`config.mk`:
```
export PLATFORM = sky130hd
export DESIGN_NAME = cic_comb_decimator
export DESIGN_NICKNAME = d
export VERILOG_FILES = /design/src/rtl/cic_comb_decimator.sv
export SDC_FILE = /design/constraint.sdc
export NUM_CORES = 1
export LEC_CHECK = 0
export ABC_AREA = 1
export BUFFER_PORTS_ARGS = -buffer_cell sky130_fd_sc_hd__clkbuf_2
export CORE_MARGIN = 5
export CORE_UTILIZATION = 38
export CTS_CLUSTER_DIAMETER = 30
export DETAILED_ROUTE_END_ITERATION = 8
export HOLD_SLACK_MARGIN = 0.02
export PLACE_DENSITY = 0.65
export SETUP_SLACK_MARGIN = 0.15
export SLEW_MARGIN = 20
export SYNTH_ARGS = -nofsm -noshare
export SYNTH_HDL_FRONTEND = slang
export SYNTH_SLANG_ARGS = --single-unit
```
`constraint.sdc`:
```
create_clock -name clk -period 5.2 [get_ports clk]
set_input_delay 0.52 -clock clk [delete_from_list [all_inputs] [get_ports clk]]
set_output_delay 0.52 -clock clk [all_outputs]
set_load 0.02 [all_outputs]
```
`src/rtl/cic_comb_decimator.sv`:
```
// Decimating comb section of a CIC decimator: keeps every DECIM-th strobed sample,
// runs STAGES valid-tagged comb stages, registers the top bits out. Macro: CIC_COMB_ROUND_EN.
module cic_comb_decimator #(
   parameter int unsigned DATA_WIDTH_INP = 16,
   parameter int unsigned DATA_WIDTH_OUT = 16,
   parameter int unsigned STAGES         = 3,
   parameter int unsigned DECIM          = 4,
   parameter int unsigned DIFF_DELAY     = 1
) (
   input  logic                      clk,
   input  logic                      reset,
   input  logic [DATA_WIDTH_INP-1:0] inp_samp_data,
   input  logic                      inp_samp_str,
   output logic [DATA_WIDTH_OUT-1:0] out_samp_data,
   output logic                      out_samp_str
);

   localparam int unsigned CNT_W  = (DECIM > 1) ? $clog2(DECIM) : 1;
   localparam int unsigned FRAC_W = DATA_WIDTH_INP - DATA_WIDTH_OUT;
   localparam int unsigned RND_W  = DATA_WIDTH_OUT + 1;

   logic [CNT_W-1:0]          count;
   logic                      accept_c;
   logic [DATA_WIDTH_INP-1:0] stage_q [STAGES+1];
   logic [STAGES:0]           valid_q;
   logic [DATA_WIDTH_INP-1:0] dly_q   [STAGES][DIFF_DELAY];
   logic [DATA_WIDTH_OUT-1:0] out_next_c;
   logic                      unused_lsb_c;

   assign accept_c     = inp_samp_str && (count == '0);
   assign unused_lsb_c = ^stage_q[STAGES];

   // decimation counter: every strobe advances it, only count==0 is accepted
   always_ff @(posedge clk) begin
      if (reset) begin
         count <= '0;
      end else if (inp_samp_str) begin
         count <= (count == CNT_W'(DECIM - 1)) ? '0 : count + CNT_W'(1);
      end
   end

   // valid-tagged comb pipeline; delay lines advance only on valid samples
   always_ff @(posedge clk) begin
      if (reset) begin
         valid_q <= '0;
         for (int k = 0; k <= int'(STAGES); k++) begin
            stage_q[k] <= '0;
         end
         for (int k = 0; k < int'(STAGES); k++) begin
            for (int j = 0; j < int'(DIFF_DELAY); j++) begin
               dly_q[k][j] <= '0;
            end
         end
      end else begin
         valid_q[0] <= accept_c;
         if (accept_c) begin
            stage_q[0] <= inp_samp_data;
         end
         for (int k = 1; k <= int'(STAGES); k++) begin
            valid_q[k] <= valid_q[k-1];
            if (valid_q[k-1]) begin
               stage_q[k]    <= stage_q[k-1] - dly_q[k-1][DIFF_DELAY-1];
               dly_q[k-1][0] <= stage_q[k-1];
               for (int j = 1; j < int'(DIFF_DELAY); j++) begin
                  dly_q[k-1][j] <= dly_q[k-1][j-1];
               end
            end
         end
      end
   end

   // output word selection: truncation, or round-half-up with positive saturation
   generate
`ifdef CIC_COMB_ROUND_EN
      if (FRAC_W > 0) begin : g_round
         localparam logic [DATA_WIDTH_OUT-1:0] MAX_POS =
            ~(DATA_WIDTH_OUT'(1) << (DATA_WIDTH_OUT - 1));
         logic [RND_W-1:0] rnd_c;
         always_comb begin
            // adding the half-LSB then truncating equals adding the first dropped bit
            rnd_c = {stage_q[STAGES][DATA_WIDTH_INP-1],
                     stage_q[STAGES][DATA_WIDTH_INP-1 -: DATA_WIDTH_OUT]}
                    + RND_W'(stage_q[STAGES][FRAC_W-1]);
            out_next_c = rnd_c[DATA_WIDTH_OUT-1:0];
            if (rnd_c[DATA_WIDTH_OUT] != rnd_c[DATA_WIDTH_OUT-1]) begin
               out_next_c = MAX_POS;
            end
         end
      end else begin : g_pass
         assign out_next_c = stage_q[STAGES][DATA_WIDTH_INP-1 -: DATA_WIDTH_OUT];
      end
`else
      if (RND_W > 0) begin : g_trunc
         assign out_next_c = stage_q[STAGES][DATA_WIDTH_INP-1 -: DATA_WIDTH_OUT];
      end
`endif
   endgenerate

   always_ff @(posedge clk) begin
      if (reset) begin
         out_samp_data <= '0;
         out_samp_str  <= 1'b0;
      end else begin
         out_samp_str <= valid_q[STAGES];
         if (valid_q[STAGES]) begin
            out_samp_data <= out_next_c;
         end
      end
   end

endmodule

```
======== After elaboration in Yosys (flattened, before gate mapping) ========
Memories as Yosys holds them, arrays and structs flattened. A register that Yosys moved wholly into a read port is not among the register bits.
Cells that the tools add are included.
operators by class
  reductions and logical operators ........ 2
  bitwise gates (word level) .............. 7
  equality and inequality tests ........... 1
  mux-type cells .......................... 22
  add/subtract/negate cells ............... 4
operator list
  cell                                          count
  two-way mux 16 bit                            7
  subtractor 16 bit                             3
  two-way mux 1 bit                             14
  bitwise OR 1 bit                              7
  adder 2 x 1 -> 2 bit (second input constant)  1
  equality test 2 bit (second input constant)   1
  zero test 2 bit                               1
  two-way mux 2 bit                             1
  logical AND 1 bit                             1
storage, ports and cells
  memories kept ........................... 2
  register bits ........................... 7
  logic and storage cells ................. 41
  bits in writable memories ............... 112
memory list
  memory   depth  width  rd ports  clocked after Yosys merged registers in  wr ports  RTL line  text
  stage_q  4      16     4         1                                        4         24        logic [DATA_WIDTH_INP-1:0] stage_q [STAGES+1];
  dly_q    3      16     3         0                                        3         26        logic [DATA_WIDTH_INP-1:0] dly_q [STAGES][DIFF_DELAY];

======== Longest topological paths before layout ========
Gate-level depths: netlist (run 1).
  depth in word-level cells ............... 6
  mapped depth ............................ 12

======== Least setup slack after synthesis (run 1) ========
No wires, ideal clock.
  path kind ............................... input-to-reg
  start ................................... input inp_samp_str
  end ..................................... memory stage_q[0][0] (enable)
  stages .................................. 2
  arrival ................................. 1784 ps
  slack ................................... 3005 ps
  setup time .............................. 411 ps
  cell sequence ........................... inv_1 -> o21ai_0
RTL lines
  item                RTL line  text
  start: declaration  13        input logic inp_samp_str,
  end: declaration    24

==> Flow_metrics.wiki, run 1 <==
{| class="wikitable"
! Metric !! Value
|-
| Overflow left after global routing || 0
|-
| Clock root buffer || sky130_fd_sc_hd__clkbuf_16
|-
| Number of vias in the routed layout || roughly 5700
|-
| Area of the core || between 15000 and 20000 sq um
|-
| Number of slew-limit violations in the final report || 0
|-
| Fin nets || 1061
|-
| Cell count of the worst hold path || 2
|-
| Seq cells post-synth || between 100 and 150
|-
| Remaining routing DRC violations || 0
|-
| Seq/Total Area, Yosys || 0.5037
|-
| Portion of the clock cycle consumed by the worst path in the final layout || 0.3847
|-
| Quantity of gates resized following cts || 0
|-
| Non-filler cells in the finished layout || about 1300
|-
| Finish-stage setup viols || 0
|-
| Most frequent standard cell in the layout excluding fill and tap cells || sky130_fd_sc_hd__nand2_1
|-
| Minimum setup slack in the final design || 3.200 ns
|-
| IO buf count || 35
|-
| Type of the setup path with the least slack || reg -> reg
|-
| Status || finished clean
|-
| Source of the critical timing path || stage_q[0][0]
|-
| Antenna violations before repair || 0
|-
| Pwr/cell area || 334.9 nW/um^2
|-
| Number of cell rows || 51
|-
| Detail Placement HPWL || around 11 mm
|-
| Placed Cells || 1238
|-
| Overall routed net length || 14.17 mm
|-
| Clock tree from TritonCTS || yes
|-
| Cell area after layout || about 8600 sq um
|-
| Floorplan die area || 22900 sq um
|-
| Skew final || approximately 0.0099 ns
|-
| Pin count of the biggest net entering global routing || 33
|-
| Start of the worst register-to-register path || stage_q[0][0]
|-
| Net count after synthesis || 1015
|-
| Worst-margin pin slew || about 1.0 ns
|-
| Setup repair after global routing missed its margin || no
|-
| Number of instances in the synthesized netlist || 946
|-
| Top library cells by usage in the layout, fill and taps aside || sky130_fd_sc_hd__nand2_1 (216), sky130_fd_sc_hd__inv_1 (208), sky130_fd_sc_hd__nor2_1 (174)
|-
| Area after DPL || 8066 sq um
|-
| Die height || 151.3 um
|-
| Layout area overhead || 13.75%
|-
| Final cell utilization of the core || 0.4408
|-
| Wire length of the first global-routing pass || 24.42 mm
|-
| Per-cell routed wire length || 11.16 um
|-
| Hold Crit Start || reset
|-
| Maximum vdd drop || 0.2512 mV
|-
| Final hold slack || 0.3618 ns
|-
| Hold-fix buffers at CTS || 0
|-
| Min Clock Period, post-route || 2.000 ns
|-
| Number of antenna-violating nets in the routed design || 0
|-
| Vias in the first global route || 5552
|-
| Average instance area after synthesis || 8.024 sq um
|-
| Fmax || 0.4999 GHz
|-
| Number of top-level pins || 36
|-
| Cell Area, Synth || about 7600 sq um
|-
| Die X || 151.3 um
|-
| Critical path startpoint category || flip-flop
|-
| CTS clk-pin slew, worst paths || 0.06 ns
|-
| Count of TritonRoute iterations in the first routing pass || 6
|-
| Last weighted congestion value of the routability-driven placer || around 0.86
|-
| TritonCTS Buffers || 17
|-
| Depth of the most critical reg-to-reg path || 11
|-
| Kind of capture point of the worst setup path || flip-flop
|-
| Static Leak || 4.261 nW
|-
| Post-route setup TNS || 0 ns
|-
| Fraction of layout instances using a drive strength above 1 || 0.07264
|-
| Initial standard-cell utilization of the core || 0.3875
|-
| Dpl ws || 2.818 ns
|-
| All-Layer GR Usage || 0.1333
|-
| Setup fix buffers added after clock tree synthesis || 0
|-
| Total power || 2.892 mW
|-
| Worst skew pair latency || 0.41 ns
|-
| Arrival time at the worst endpoint || roughly 2.2 ns
|-
| Drt first-iter violations || 196
|-
| Critical path fanouts, max || 5
|-
| Final Hold Violating Endpoints || 0
|-
| Max-capacitance violation count || 0
|-
| Vias per cell || between 4 and 5
|-
| Tightest Hold Check Type || in -> reg
|-
| Endpoint required time on the critical path || 5.37 ns
|-
| Max transition margin || 0.3328
|-
| CTS sink count || between 100 and 150
|-
| Number of distinct library cells after synthesis || 23
|-
| H-tree depth || 4
|-
| Maximum clock insertion buffer count || 2
|-
| Syn. warnings || 0
|-
| Final antenna diode count || 0
|}
-- synth_stat cells --
cell type / n / area (sq um)
sky130_fd_sc_hd__and2_1: 1 / 6.260
sky130_fd_sc_hd__inv_1: 208 / 780.8
sky130_fd_sc_hd__nor3_1: 11 / 55.05
sky130_fd_sc_hd__dfxtp_1: 23 / 460.4
sky130_fd_sc_hd__nor2_1: 174 / 653.1
sky130_fd_sc_hd__edfxtp_1: 112 / 3363
sky130_fd_sc_hd__buf_6: 2 / 22.52
sky130_fd_sc_hd__o21ai_0: 33 / 165.2
sky130_fd_sc_hd__clkbuf_1: 4 / 15.01
sky130_fd_sc_hd__a211oi_1: 3 / 22.52
sky130_fd_sc_hd__or2_2: 1 / 6.260
sky130_fd_sc_hd__a21oi_1: 56 / 280.3
sky130_fd_sc_hd__nand3_1: 30 / 150.1
sky130_fd_sc_hd__nand2_1: 216 / 810.8
sky130_fd_sc_hd__nand4_1: 4 / 25.02
sky130_fd_sc_hd__ha_1: 47 / 588.1
sky130_fd_sc_hd__xor2_1: 6 / 52.55
sky130_fd_sc_hd__buf_2: 6 / 30.03
sky130_fd_sc_hd__fa_1: 3 / 60.06
sky130_fd_sc_hd__o21bai_1: 3 / 22.52
sky130_fd_sc_hd__nor3_2: 1 / 10.01
sky130_fd_sc_hd__clkinv_1: 1 / 3.750
sky130_fd_sc_hd__buf_4: 1 / 7.510
-- worst max-delay path, cell delays in order (launching register included) --
cell and delay [ns]:
sky130_fd_sc_hd__edfxtp_1 0.32, sky130_fd_sc_hd__inv_1 0.05, sky130_fd_sc_hd__ha_1 0.21, sky130_fd_sc_hd__fa_1 0.41, sky130_fd_sc_hd__inv_1 0.09, sky130_fd_sc_hd__nand3_1 0.07
sky130_fd_sc_hd__nand3_1 0.18, sky130_fd_sc_hd__nand3_1 0.10, sky130_fd_sc_hd__nand3_1 0.17, sky130_fd_sc_hd__nand2_1 0.07, sky130_fd_sc_hd__nand2_1 0.06, sky130_fd_sc_hd__nor2_1 0.03
-- where the power goes --
group | internal (mW) | leakage [nW] | switching [mW] | total, mW
Clock | 0.672 | 0.286 | 0.463 | 1.13
Sequential | 1.24 | 1.36 | 0.0286 | 1.27
Combinational | 0.159 | 2.61 | 0.327 | 0.486
Total | 2.07 | 4.26 | 0.819 | 2.89
-- area by class of cell --
type | instances | area (sq um)
inverters | 209 | 784.5
clock buffers | 20 | 479.2
flip-flops and latches | 135 | 3824
well taps | 265 | 331.6
fillers | 1941 | 10960
clock inverters | 12 | 88.84
multi-input cells | 589 | 2914
repair buffers | 40 | 212.7
-- kinds of logic (layout without fill, tap and decap cells) --
group	count (synthesis)	count (layout)	share of synthesized area
simple gates	438	438	0.2261
buf+inv	222	281	0.1132
flops	135	135	0.5037
compound gates	95	95	0.06461
fa+ha+maj	50	50	0.08538
xor+xnor	6	6	0.006923
-- routing by layer --
metal  routed length [um]  vias up  track usage
li1                     -     3059            -
met5                    0        -            0
met1                 6120     2525       0.1500
met2                 7384       86       0.2447
met3                  390       22      0.02783
met4                  272        0      0.05258
-- sequential cells by signal (all words and copies together), names as in the netlist --
register and count:
out_samp_str 1, count 2, dly_q 48, valid_q 4, out_samp_data 16, stage_q 64
-- final timing paths --
| kind | end | slack, ns |
|---|---|---|
| min reg2reg | out_samp_data[1] | 0.48 |
| max | stage_q[1][12] | 3.20 |
| min | count[0] | 0.36 |
| max reg2reg | stage_q[1][12] | 3.20 |
(Power assumes the default switching activity.)
==> inputs of run 2 (changes only) <==
--- a/config.mk
+++ b/config.mk
@@ -5,14 +5,14 @@
 export SDC_FILE = /design/constraint.sdc
 export NUM_CORES = 1
 export LEC_CHECK = 0
-export ABC_AREA = 1
+export ABC_AREA = 0
 export BUFFER_PORTS_ARGS = -buffer_cell sky130_fd_sc_hd__clkbuf_2
 export CORE_MARGIN = 5
 export CORE_UTILIZATION = 38
 export CTS_CLUSTER_DIAMETER = 30
 export DETAILED_ROUTE_END_ITERATION = 8
 export HOLD_SLACK_MARGIN = 0.02
-export PLACE_DENSITY = 0.65
+export PLACE_DENSITY = 0.67
 export SETUP_SLACK_MARGIN = 0.15
 export SLEW_MARGIN = 20
 export SYNTH_ARGS = -nofsm -noshare
==> constraint.sdc (replaced) <==
create_clock -name clk -period 1.7 [get_ports clk]
set_input_delay 0.17 -clock clk [delete_from_list [all_inputs] [get_ports clk]]
set_output_delay 0.17 -clock clk [all_outputs]
set_load 0.02 [all_outputs]
==> run 2 against run 1 <==
Compared with the run above: largest power group unchanged; non-clock buffer count up 148; worst hold slack worse by 0.33 ns; die area down 3.3%; the run now ends with negative setup slack left; global-route usage up 1.5 points; critical endpoint is now stage_q[3][10]; count of clock-buffer cells in the layout up 3; combinational power rose to 5.3 times the previous value; clock skew down 0.0013 ns; core utilization up 11 points; final cell count down 11%; largest cell class is now multi-input gates; sequential power rose to 3.1 times the previous value.
==> Flow_metrics.wiki, run 2 <==
{| class="wikitable"
! Metric !! Value
|-
| Max-capacitance violation count || 0 (unchanged)
|-
| Average instance area after synthesis || 10.89 sq um (was 8.024 sq um)
|-
| Detail Placement HPWL || 10.97 mm (was 10.80 mm)
|-
| Most frequent standard cell in the layout excluding fill and tap cells || sky130_fd_sc_hd__buf_4 (was sky130_fd_sc_hd__nand2_1)
|-
| Fin nets || 930 (was 1061)
|-
| Worst-margin pin slew || 0.5358 ns (was 0.9971 ns)
|-
| Number of vias in the routed layout || 5463 (was 5692)
|-
| Net count after synthesis || 741 (was 1015)
|-
| Fmax || 0.4620 GHz (was 0.4999 GHz)
|-
| Overall routed net length || 15.76 mm (was 14.17 mm)
|-
| Largest regs || stage_q x64, dly_q x48, out_samp_data x16 (unchanged)
|-
| Non-filler cells in the finished layout || 1134 (was 1270)
|-
| H-tree depth || 4 (unchanged)
|-
| Critical path fanouts, max || 2 (was 5)
|-
| Final antenna diode count || 0 (unchanged)
|-
| Pin count of the biggest net entering global routing || 33 (unchanged)
|-
| Floorplan die area || 22140 sq um (was 22900 sq um)
|-
| Layout area overhead || 41.84% (was 13.75%)
|-
| Worst skew pair latency || 0.42 ns (was 0.41 ns)
|-
| CTS clk-pin slew, worst paths || 0.06 ns (about the same)
|-
| Kind of capture point of the worst setup path || flip-flop (unchanged)
|-
| Fraction of layout instances using a drive strength above 1 || 0.3867 (was 0.07264)
|-
| Number of slew-limit violations in the final report || 0 (unchanged)
|-
| Flip-flop cell with the highest count after synthesis || sky130_fd_sc_hd__edfxtp_1 (unchanged)
|-
| IO buf count || 35 (unchanged)
|-
| Clock root buffer || sky130_fd_sc_hd__clkbuf_16 (unchanged)
|-
| Seq/Total Area, Yosys || 0.5223 (was 0.5037)
|-
| Die X || 148.8 um (was 151.3 um)
|-
| Initial standard-cell utilization of the core || 0.3888 (was 0.3875)
|-
| Wire length of the first global-routing pass || 26.40 mm (was 24.42 mm)
|-
| Number of synthesized flops with an enable pin || 112 (unchanged)
|-
| Final cell utilization of the core || 0.5514 (was 0.4408)
|-
| All-Layer GR Usage || 0.1482 (was 0.1333)
|-
| Endpoint required time on the critical path || 1.94 ns (was 5.37 ns)
|-
| Type of the setup path with the least slack || reg -> reg (unchanged)
|-
| Minimum setup slack in the final design || -0.4643 ns (was 3.200 ns)
|-
| Number of cell rows || 50 (was 51)
|-
| Skew final || 0.008582 ns (was 0.009885 ns)
|-
| Flip-flop count of the largest register after layout || 64 (unchanged)
|-
| Critical path startpoint category || flip-flop (unchanged)
|-
| Count of fill cells added during filler insertion || 1545 (was 1941)
|-
| Reg with most FFs || stage_q (unchanged)
|-
| Maximum vdd drop || 0.7766 mV (was 0.2512 mV)
|-
| Combinational share of power || 0.248 (was 0.168)
|-
| Area after DPL || 8887 sq um (was 8066 sq um)
|-
| Fraction of registers with async set/reset || 0 (unchanged)
|-
| Vias per cell || 4.817 (was 4.482)
|-
| Total power || 10.33 mW (was 2.892 mW)
|-
| Sequential cell area || 3824 sq um (unchanged)
|-
| TritonCTS Buffers || 17 (unchanged)
|-
| Final hold slack || 0.03135 ns (was 0.3618 ns)
|-
| NetSw || 2.756 mW (was 818.7 uW)
|-
| Syn. warnings || 0 (unchanged)
|-
| Setup repair after global routing missed its margin || yes (was no)
|-
| Static Leak || 4.238 nW (was 4.261 nW)
|-
| Antenna violations before repair || 0 (unchanged)
|-
| Min Clock Period, post-route || 2.164 ns (was 2.000 ns)
|-
| Clock tree from TritonCTS || yes (unchanged)
|-
| Most frequently used cell type in the post-synthesis netlist || sky130_fd_sc_hd__edfxtp_1 (was sky130_fd_sc_hd__nand2_1)
|-
| Pwr/cell area || 995.2 nW/um^2 (was 334.9 nW/um^2)
|-
| Total internal power || 7.578 mW (was 2.073 mW)
|-
| Finish-stage setup viols || 37 (was 0)
|-
| Per-cell routed wire length || 13.89 um (was 11.16 um)
|-
| Post-synth top cells || sky130_fd_sc_hd__edfxtp_1 (112), sky130_fd_sc_hd__and2_1 (64), sky130_fd_sc_hd__inv_1 (59) (was sky130_fd_sc_hd__nand2_1 (216), sky130_fd_sc_hd__inv_1 (208), sky130_fd_sc_hd__nor2_1 (174))
|-
| CTS sink count || 135 (unchanged)
|-
| Last weighted congestion value of the routability-driven placer || 0.8643 (was 0.8633)
|-
| Status || finished with violations (was finished clean)
|-
| Cell Area, Synth || 7321 sq um (was 7591 sq um)
|-
| Violations in the final reports || negative setup slack
|-
| Number of top-level pins || 36 (unchanged)
|-
| Fraction of power spent switching nets || 0.2667 (was 0.2831)
|-
| Post-route setup TNS || -11.21 ns (was 0 ns)
|-
| Clock group share of total power || 0.374 (was 0.392)
|-
| Vias in the first global route || 5537 (was 5552)
|-
| Drt first-iter violations || 250 (was 196)
|-
| Fraction of post-synthesis cell area in the top cell type by area || 0.4594 (was 0.4431)
|-
| Max transition margin || 0.6424 (was 0.3328)
|-
| Number of instances in the synthesized netlist || 672 (was 946)
|-
| Top library cells by usage in the layout, fill and taps aside || sky130_fd_sc_hd__buf_4 (123), sky130_fd_sc_hd__edfxtp_1 (112), sky130_fd_sc_hd__and2_1 (63) (was sky130_fd_sc_hd__nand2_1 (216), sky130_fd_sc_hd__inv_1 (208), sky130_fd_sc_hd__nor2_1 (174))
|-
| Count of TritonRoute iterations in the first routing pass || 4 (was 6)
|-
| Placed Cells || 1070 (was 1238)
|-
| Cell area after layout || 10380 sq um (was 8635 sq um)
|-
| Maximum clock insertion buffer count || 2 (unchanged)
|-
| Number of antenna-violating nets in the routed design || 0 (unchanged)
|-
| Library cell with the largest summed area after synthesis || sky130_fd_sc_hd__edfxtp_1 (unchanged)
|-
| Remaining routing DRC violations || 0 (unchanged)
|-
| Die height || 148.8 um (was 151.3 um)
|-
| Final Hold Violating Endpoints || 0 (unchanged)
|-
| Arrival time at the worst endpoint || 2.40 ns (was 2.17 ns)
|-
| Portion of the clock cycle consumed by the worst path in the final layout || 1.273 (was 0.3847)
|-
| Area of the core || 18830 sq um (was 19590 sq um)
|-
| Dpl ws || -0.5526 ns (was 2.818 ns)
|-
| Number of distinct library cells after synthesis || 58 (was 23)
|-
| Overflow left after global routing || 0 (unchanged)
|-
| Seq cells post-synth || 135 (unchanged)
|-
| Leading post-synthesis cells by cell area || sky130_fd_sc_hd__edfxtp_1 (46%), sky130_fd_sc_hd__ha_1 (8.0%), sky130_fd_sc_hd__dfxtp_1 (6.3%), sky130_fd_sc_hd__and2_1 (5.5%), sky130_fd_sc_hd__mux2i_1 (3.1%) (was sky130_fd_sc_hd__edfxtp_1 (44%), sky130_fd_sc_hd__nand2_1 (11%), sky130_fd_sc_hd__inv_1 (10%), sky130_fd_sc_hd__nor2_1 (8.6%), sky130_fd_sc_hd__ha_1 (7.7%))
|-
| Area occupied by multi-input gates || 3943 sq um (was 2914 sq um)
|-
| Tightest Hold Check Type || in -> reg (unchanged)
|-
| Sequential share of power || 0.378 (was 0.440)
|}
-- run 2: kinds of logic (layout without fill, tap and decap cells) --
kind of cell	after synthesis	in the layout	synth area share
and+or+nand+nor	238	238	0.1752
buffers and inverters	78	280	0.04068
DFF	135	135	0.5223
AOI/OAI and AO/OA	133	133	0.1236
adders and majority gates	50	50	0.08853
xor gates and xnor gates	14	14	0.01675
muxes	24	24	0.03299
-- run 2: power groups by stage --
stage	logic [mW]	clock network [mW]	registers (mW)
global placement	2.01	0	3.96
finish	2.56	3.87	3.91
floorplan	1.26	0	3.94
global route	2.80	4.11	3.93
CTS	2.28	3.94	3.91
detailed placement	2.04	0	3.97
-- run 2: layout make-up --
cell class / instances / area share
Tap cell: 260 / 0.03133
Clock inverter: 9 / 0.01048
Timing Repair Buffer: 188 / 0.1383
Sequential cell: 135 / 0.3682
Inverter: 60 / 0.02169
Clock buffer: 23 / 0.05025
Multi-Input combinational cell: 459 / 0.3797
-- run 2: per-layer routing --
metal  wire length, um  global-route usage  share of wire
met1              6627              0.1735           0.42
met2              8238              0.2639           0.52
met3               515             0.03768          0.033
met4               374             0.05172          0.024
met5                 0                   0              0
-- run 2: path summary, 6_finish.rpt --
check                                  startpoint                end  slack (ns)  depth (start not counted)
worst max-delay path                 dly_q[0][32]     stage_q[3][10]       -0.46                          8
worst min-delay path            inp_samp_data[14]     stage_q[0][14]        0.03                          2
worst max register to register       dly_q[0][32]     stage_q[3][10]       -0.46                          8
worst min register to register     stage_q[3][10]  out_samp_data[10]        0.48                          2
-- run 2: worst max-delay path, stage by stage, from the launching register on --
cell and delay [ns]:
sky130_fd_sc_hd__edfxtp_1 0.41, sky130_fd_sc_hd__ha_4 0.19, sky130_fd_sc_hd__fa_2 0.34, sky130_fd_sc_hd__nor2b_2 0.13, sky130_fd_sc_hd__o21a_1 0.15, sky130_fd_sc_hd__o21a_1 0.17, sky130_fd_sc_hd__o211ai_1 0.09, sky130_fd_sc_hd__a31oi_1 0.20
sky130_fd_sc_hd__mux2i_1 0.30
-- run 2: timing repair --
item                                    CTS  global route
endpoints found under the hold margin    14             0
gates resized for setup                  55            62
pin swaps                                34            25
hold buffers                             14             0
endpoints found under the setup margin   55            70
setup buffers                             9             9
